`src/rtl/alu_issue_pkg.sv`:
```
// alu_issue_pkg: shared definitions for the ALU issue/writeback front end.
// Holds the ALU opcode encodings, instruction field positions, the issue FSM
// state type and opcode classification helpers.
package alu_issue_pkg;

  // ALU opcode encodings (identical to the encodings the ALU decodes).
  localparam logic [7:0] AluNop  = 8'h00;
  localparam logic [7:0] AluAdd  = 8'h01;
  localparam logic [7:0] AluSub  = 8'h02;
  localparam logic [7:0] AluAnd  = 8'h03;
  localparam logic [7:0] AluOr   = 8'h04;
  localparam logic [7:0] AluXor  = 8'h05;
  localparam logic [7:0] AluShl  = 8'h06;
  localparam logic [7:0] AluShr  = 8'h07;
  localparam logic [7:0] AluRol  = 8'h08;
  localparam logic [7:0] AluRor  = 8'h09;
  localparam logic [7:0] AluAddI = 8'h11;
  localparam logic [7:0] AluSubI = 8'h12;
  localparam logic [7:0] AluAndI = 8'h13;
  localparam logic [7:0] AluOrI  = 8'h14;
  localparam logic [7:0] AluXorI = 8'h15;
  localparam logic [7:0] AluBez  = 8'h20;
  localparam logic [7:0] AluBnez = 8'h21;
  localparam logic [7:0] AluBeq  = 8'h22;

  // Instruction word layout: {opcode[31:24], rd[23:20], ra[19:16], field[15:0]}.
  localparam int unsigned OpLo  = 24;
  localparam int unsigned RdLo  = 20;
  localparam int unsigned RaLo  = 16;
  localparam int unsigned FldLo = 0;
  localparam int unsigned RbLo  = 0;   // register B index, field[3:0]
  localparam int unsigned ShLo  = 4;   // shift amount, field[8:4]
  localparam int unsigned OffLo = 4;   // branch offset, field[15:4]
  localparam int unsigned OffW  = 12;

  typedef enum logic [1:0] {
    StIdle = 2'd0,
    StExec = 2'd1,
    StWb   = 2'd2
  } state_e;

  function automatic logic is_imm(logic [7:0] op);
    return op inside {AluAddI, AluSubI, AluAndI, AluOrI, AluXorI};
  endfunction

  function automatic logic is_branch(logic [7:0] op);
    return op inside {AluBez, AluBnez, AluBeq};
  endfunction

  function automatic logic is_wb(logic [7:0] op);
    return is_imm(op) ||
           (op inside {AluAdd, AluSub, AluAnd, AluOr, AluXor, AluShl, AluShr, AluRol, AluRor});
  endfunction

  function automatic logic is_legal(logic [7:0] op);
    return is_wb(op) || is_branch(op) || (op == AluNop);
  endfunction

endpackage

```
`src/rtl/alu_issue_regfile.sv`:
```
// alu_issue_regfile: 2**RA x N register file with r0 hardwired to zero.
// Ports: clk_i/rst_i (async active-high reset clears all entries),
//   raddr_a_i/rdata_a_o and raddr_b_i/rdata_b_o combinational operand reads,
//   dbg_addr_i/dbg_data_o combinational debug read,
//   we_i/waddr_i/wdata_i synchronous write port (writes to r0 are dropped).
module alu_issue_regfile #(
  parameter int unsigned N  = 16,
  parameter int unsigned RA = 4
) (
  input  logic          clk_i,
  input  logic          rst_i,
  input  logic [RA-1:0] raddr_a_i,
  output logic [N-1:0]  rdata_a_o,
  input  logic [RA-1:0] raddr_b_i,
  output logic [N-1:0]  rdata_b_o,
  input  logic [RA-1:0] dbg_addr_i,
  output logic [N-1:0]  dbg_data_o,
  input  logic          we_i,
  input  logic [RA-1:0] waddr_i,
  input  logic [N-1:0]  wdata_i
);

  localparam int unsigned Depth = 2 ** RA;

  logic [N-1:0] mem_q [Depth];

  always_ff @(posedge clk_i or posedge rst_i) begin
    if (rst_i) begin
      for (int i = 0; i < Depth; i++) begin
        mem_q[i] <= '0;
      end
    end else if (we_i && (waddr_i != '0)) begin
      mem_q[waddr_i] <= wdata_i;
    end
  end

  // r0 is forced to zero on every read port regardless of storage contents.
  assign rdata_a_o  = (raddr_a_i  == '0) ? '0 : mem_q[raddr_a_i];
  assign rdata_b_o  = (raddr_b_i  == '0) ? '0 : mem_q[raddr_b_i];
  assign dbg_data_o = (dbg_addr_i == '0) ? '0 : mem_q[dbg_addr_i];

endmodule

```
`src/rtl/alu_issue.sv`:
```
// alu_issue: issue/writeback front end for the 16-bit saturating ALU.
// Ports: clk/rst (async active-high); instr_valid/instr_ready/instr accept one
//   instruction word; alu_opcode/alu_a/alu_b/alu_shift drive the ALU and alu_y
//   returns its result; wb_valid/wb_addr/wb_data report register writes;
//   br_valid/br_taken/br_offset report branch outcomes; illegal flags dropped
//   unknown opcodes; dbg_addr/dbg_data give a combinational register read.
// Sequence: IDLE (accept) -> EXEC (ALU inputs stable) -> WB (capture alu_y),
//   with result pulses appearing the cycle after WB.
module alu_issue
  import alu_issue_pkg::*;
#(
  parameter int unsigned N  = 16,
  parameter int unsigned C  = 8,
  parameter int unsigned S  = 5,
  parameter int unsigned RA = 4,
  parameter int unsigned IW = 32
) (
  input  logic          clk,
  input  logic          rst,
  input  logic          instr_valid,
  output logic          instr_ready,
  input  logic [IW-1:0] instr,
  output logic [C-1:0]  alu_opcode,
  output logic [N-1:0]  alu_a,
  output logic [N-1:0]  alu_b,
  output logic [S-1:0]  alu_shift,
  input  logic [N-1:0]  alu_y,
  output logic          wb_valid,
  output logic [RA-1:0] wb_addr,
  output logic [N-1:0]  wb_data,
  output logic          br_valid,
  output logic          br_taken,
  output logic [11:0]   br_offset,
  output logic          illegal,
  input  logic [RA-1:0] dbg_addr,
  output logic [N-1:0]  dbg_data
);

  state_e state_q, state_d;

  // Latched instruction: only the pieces needed after the accept edge.
  logic [C-1:0]    op_q;
  logic [RA-1:0]   rd_q;
  logic [OffW-1:0] off_q;

  logic [C-1:0]    alu_opcode_q;
  logic [N-1:0]    alu_a_q, alu_b_q;
  logic [S-1:0]    alu_shift_q;

  logic            wb_valid_q, br_valid_q, br_taken_q, illegal_q;
  logic [RA-1:0]   wb_addr_q;
  logic [N-1:0]    wb_data_q;
  logic [OffW-1:0] br_offset_q;

  logic [N-1:0]    rf_a, rf_b;
  logic            accept, rf_we;
  logic [C-1:0]    in_op;

  assign instr_ready = (state_q == StIdle);
  assign accept      = instr_valid && instr_ready;
  assign in_op       = instr[OpLo +: C];
  assign rf_we       = (state_q == StWb) && is_wb(op_q);

  alu_issue_regfile #(
    .N  (N),
    .RA (RA)
  ) u_regfile (
    .clk_i      (clk),
    .rst_i      (rst),
    .raddr_a_i  (instr[RaLo +: RA]),
    .rdata_a_o  (rf_a),
    .raddr_b_i  (instr[RbLo +: RA]),
    .rdata_b_o  (rf_b),
    .dbg_addr_i (dbg_addr),
    .dbg_data_o (dbg_data),
    .we_i       (rf_we),
    .waddr_i    (rd_q),
    .wdata_i    (alu_y)
  );

  always_comb begin
    state_d = state_q;
    unique case (state_q)
      StIdle:  if (accept) state_d = StExec;
      StExec:  state_d = StWb;
      StWb:    state_d = StIdle;
      default: state_d = StIdle;
    endcase
  end

  always_ff @(posedge clk or posedge rst) begin
    if (rst) begin
      state_q <= StIdle;
    end else begin
      state_q <= state_d;
    end
  end

  // ALU inputs are loaded at the accept edge straight from the incoming word
  // and the register file, so they are already stable for all of EXEC and
  // remain stable through WB when alu_y is sampled.
  always_ff @(posedge clk or posedge rst) begin
    if (rst) begin
      op_q         <= '0;
      rd_q         <= '0;
      off_q        <= '0;
      alu_opcode_q <= '0;
      alu_a_q      <= '0;
      alu_b_q      <= '0;
      alu_shift_q  <= '0;
    end else if (accept) begin
      op_q         <= in_op;
      rd_q         <= instr[RdLo +: RA];
      off_q        <= instr[OffLo +: OffW];
      alu_opcode_q <= in_op;
      alu_a_q      <= rf_a;
      if (is_imm(in_op)) begin
        alu_b_q     <= instr[FldLo +: N];
        alu_shift_q <= '0;
      end else begin
        alu_b_q     <= rf_b;
        alu_shift_q <= instr[ShLo +: S];
      end
    end
  end

  // Result stage: pulses are registered at the WB edge and self-clear on the
  // following edge because the FSM is back in IDLE by then.
  always_ff @(posedge clk or posedge rst) begin
    if (rst) begin
      wb_valid_q  <= 1'b0;
      wb_addr_q   <= '0;
      wb_data_q   <= '0;
      br_valid_q  <= 1'b0;
      br_taken_q  <= 1'b0;
      br_offset_q <= '0;
      illegal_q   <= 1'b0;
    end else if (state_q == StWb) begin
      wb_valid_q <= is_wb(op_q);
      br_valid_q <= is_branch(op_q);
      illegal_q  <= !is_legal(op_q);
      br_taken_q <= 1'b0;
      if (is_wb(op_q)) begin
        wb_addr_q <= rd_q;
        wb_data_q <= alu_y;
      end
      if (is_branch(op_q)) begin
        br_offset_q <= off_q;
        br_taken_q  <= (op_q == AluBnez) ? (alu_y != '0) : (alu_y == '0);
      end
    end else begin
      wb_valid_q <= 1'b0;
      br_valid_q <= 1'b0;
      br_taken_q <= 1'b0;
      illegal_q  <= 1'b0;
    end
  end

  assign alu_opcode = alu_opcode_q;
  assign alu_a      = alu_a_q;
  assign alu_b      = alu_b_q;
  assign alu_shift  = alu_shift_q;
  assign wb_valid   = wb_valid_q;
  assign wb_addr    = wb_addr_q;
  assign wb_data    = wb_data_q;
  assign br_valid   = br_valid_q;
  assign br_taken   = br_taken_q;
  assign br_offset  = br_offset_q;
  assign illegal    = illegal_q;

endmodule

```
`config.mk`:
```
export PLATFORM = sky130hd
export DESIGN_NAME = alu_issue
export DESIGN_NICKNAME = d
export VERILOG_FILES = /design/src/rtl/alu_issue_pkg.sv /design/src/rtl/alu_issue_regfile.sv /design/src/rtl/alu_issue.sv
export SDC_FILE = /design/constraint.sdc
export NUM_CORES = 1
export LEC_CHECK = 0
export ABC_CLOCK_PERIOD_IN_PS = 21100
export CAP_MARGIN = 20
export CORE_ASPECT_RATIO = 2
export CORE_UTILIZATION = 36
export CTS_BUF_LIST = sky130_fd_sc_hd__clkbuf_16
export CTS_CLUSTER_DIAMETER = 40
export DETAILED_ROUTE_END_ITERATION = 10
export PLACE_DENSITY = 0.53
export REMOVE_ABC_BUFFERS = 1
export SYNTH_ARGS = -nofsm -noshare
export SYNTH_HDL_FRONTEND = slang
export SYNTH_HIERARCHICAL = 1
export SYNTH_SLANG_ARGS = --single-unit
export TNS_END_PERCENT = 20
```
`constraint.sdc`:
```
create_clock -name clk -period 21.1 [get_ports clk]
set_input_delay 6.33 -clock clk [delete_from_list [all_inputs] [get_ports clk]]
set_output_delay 6.33 -clock clk [all_outputs]
set_load 0.005 [all_outputs]
```
==> summary.txt <==
Status
  • Outcome: finished, violations left
  • Failing checks: DRC

Synth
  • Mapped Area: between 15000 and 20000 um2
  • Post-synth EDFFs: 0
  • Most numerous cell in the Yosys netlist: mux2_2
  • Unique masters post-synth: 48
  • Synth Area in Compound Gates: under 10%
  • Synth Register Bits: between 300 and 400
  • Register area share after synthesis: 44.2%
  • Area share of the largest cell type after synthesis: between 40% and 50%
  • Synth Flop Type: dfrtp_1
  • Yosys warnings: 6
  • Syn_area_per_cell: about 13 um2
  • Simple-Gate Fraction of Synth Area: ~7.5%
  • Mux contribution to synthesized area: between 30% and 40%
  • Main combinational cell family by area after synthesis: multiplexers
  • Synth area leader: dfrtp_1
  • Async SR Flop Fraction: 100%
  • Mapped Cells: ~1400
  • XOR/XNOR share of the synthesized area: 0.0454%
  • Synth cell count leaders: mux2_2, dfrtp_1, nand2_1
  • Adder-cell area share of the yosys netlist: 0%
  • Area contributors post-synth: dfrtp_1, mux2_2, mux4_2, nand2_1, a221oi_1

Clock network
  • Post-cts resize count: 0
  • Clk pin slew, worst setup/hold paths: 0.06 ns
  • Clock tree root driver cell: clkbuf_16
  • CTS tree: done
  • Clock Path Buffers: 3
  • Clock sinks: around 340
  • Clk_lat worst skew: between 0.5 and 0.6 ns
  • CTS buffer count: 41
  • Setup bufs post-CTS: 0
  • H-tree depth: 2
  • Hold_buf cts: 0

STA
  • Final Cycle Share: between 70% and 80%
  • Fin crit period: roughly 15 ns
  • Hold Vio Cnt, Final: 0
  • Fin. max-slew vios: 0
  • TNS Setup: 0 ns
  • Final setup vio count: 0
  • Highest Clock Rate: between 60 and 70 MHz
  • Slew HR: about 28%
  • Slew @ Worst Pin: 1.08 ns
  • RSZ-0062 raised after global routing: false
  • Clk_skew: ~0.023 ns

Power and ir drop
  • Maximum vdd ir drop: roughly 0.05 mV
  • P per Cell Area: just over 90 nW/um2
  • Leak pwr: around 10 nW

Run
  • Max-Cap Viols: 0

Place
  • RD Place Congestion: between 0.8 and 0.9
  • HPWL after DPL: 36600 um
  • Port buffer count: ~150
  • Cells after DPL: about 2200

Final layout
  • ANT cells: 0
  • Fillers: approximately 4900
  • Layout Nets: roughly 1600
  • Fraction of layout cells with a size suffix above 1: approximately 41%
  • Area delta synth->final: 17.2%
  • Layout Cells excl Fill: 2234

Setup path
  • WS Path Type: input pin to output pin
  • R2r setup slk: ~17 ns
  • Worst reg2reg startpoint: alu_opcode[5]$_DFFE_PP0P_
  • Startpoint types: input pin
  • Critical path capture point type: output pin
  • RR Endpoint: u_regfile/mem_q[195]$_DFFE_PP0P_
  • Worst r2r path cells: 6
  • Worst Path Arrival: 9.16 ns
  • Crit-path max FO: 26
  • Worst EP required: 14.77 ns

Route
  • First drt pass iteration count: 8
  • Routed via count: around 13000
  • Initial DRC count: 889
  • DRT Wirelength: just over 60000 um
  • Post-route ant nets: 0
  • WL/cell: ~27 um
  • Vias/cell: 5.90
  • # DRC: 40

Die
  • Initial Util: a little over a third
  • Core Area: around 53000 um2
  • Num ports: around 150
  • Die H: ~330 um
  • Rows: 119
  • DIE WIDTH: 166 um
  • Die area: 54600 um2

GRT
  • First-pass GRT wire length: between 90000 and 100000 um
  • Largest net degree at the start of global routing: 124
  • Total congestion overflow: 0
  • Vias in the first global route: between 10000 and 15000
  • Initial antenna violation count: 2
  • Overall global routing resource usage: a little under a quarter

Worst hold path
  • HP Start: u_regfile/mem_q[245]$_DFFE_PP0P_
  • Hold crit path type: flop to flop
  • Hold path depth: 0
  • Worst hold endpoint: u_regfile/mem_q[245]$_DFFE_PP0P_
[power breakdown]
group | internal [mW] | total (mW) | leakage, nW | switching, mW
registers | 0.773 | 0.874 | 4.44 | 0.100
clock network | 0.448 | 0.755 | 0.718 | 0.307
logic | 0.295 | 0.486 | 4.68 | 0.190
[layout by cell type, fill, tap and decap left out, drive strengths merged, types with 4 or more instances in the layout]
cell and instances:
buf 50, mux2 364, nand2 191, dfrtp 341
mux2i 4, nand3 7, nor4 4, inv 17
or3 5, clkdlybuf4s50 140, nand2b 8, mux4 144
o21bai 4, clkinv 11, a21oi 26, nor2 23
nor2b 47, a221oi 42, clkbuf 43, o21ai 9
o211ai 7, o31ai 42, bufinv 6
[stage by stage]
stage | instance area, um2 | total power [mW] | hold WS (ns) | worst slack (ns) | utilization, %
6_report | 22600 | 2.11 | 0.378 | 5.61 | 42.9
5_1_grt | 22600 | 2.21 | 0.403 | 5.59 | 42.9
4_1_cts | 22600 | 2.14 | 0.379 | 5.59 | 42.9
3_5_place_dp | 21200 | 1.37 | 0.365 | 5.61 | 40.2
3_3_place_gp | 21200 | 1.36 | 0.363 | 5.63 | 40.2
2_1_floorplan | 18500 | 1.13 | 0.349 | 7.43 | -
[worst max-delay path by stage]
stage                      startpoint      endpoint  slack, ns  cells past startpoint
after global routing      dbg_addr[1]   dbg_data[4]       5.59                      6
after detailed placement  dbg_addr[1]   dbg_data[4]       5.61                      6
after global placement    dbg_addr[1]  dbg_data[11]       5.63                      6
after CTS                 dbg_addr[1]   dbg_data[4]       5.59                      6
after floorplan           dbg_addr[2]  dbg_data[14]       7.43                      4
final                     dbg_addr[1]   dbg_data[4]       5.61                      6
[per-layer routing]
metal	track usage [%]	up-vias	wire length [um]
li1	-	5634	-
met5	0	-	35
met1	27.5	7036	24200
met2	42.6	395	32500
met4	8.17	4	1930
met3	2.46	115	2630
[kinds of logic (layout without fill, tap and decap cells)]
logic type | after synthesis | count (layout)
multiplexers | 512 | 512
flip-flops | 341 | 341
AND/OR/NAND/NOR | 304 | 304
AO/OA/AOI/OAI | 144 | 144
buffers and inverters | 137 | 267
XOR/XNOR | 1 | 1
[layout make-up]
type / count / area (um2) / share of cell area, %
clock buffers: 43 / 1080 / 4.76
clock inverters: 30 / 342 / 1.51
inverters: 4 / 25.0 / 0.111
multi-input cells: 961 / 10000 / 44.4
flip-flops and latches: 341 / 8530 / 37.8
well taps: 665 / 832 / 3.68
repair buffers: 190 / 1760 / 7.80
[sequential cells by signal (all words and copies together), names as in the netlist]
signal and cells:
alu_a 16, alu_b 16, alu_opcode 8, alu_shift 5, br_offset 12, br_taken 1
br_valid 1, illegal 1, off_q 12, rd_q 4, state_q 2, u_regfile/mem_q 242
wb_addr 4, wb_data 16, wb_valid 1
[worst max-delay path: stages]
cell and delay [ns]:
buf_4 0.40, nor2b_1 0.78, buf_4 0.38, a221oi_1 0.12, o31ai_1 0.50, clkdlybuf4s50_1 0.61
Note: power is estimated with default switching activity, not from simulation.
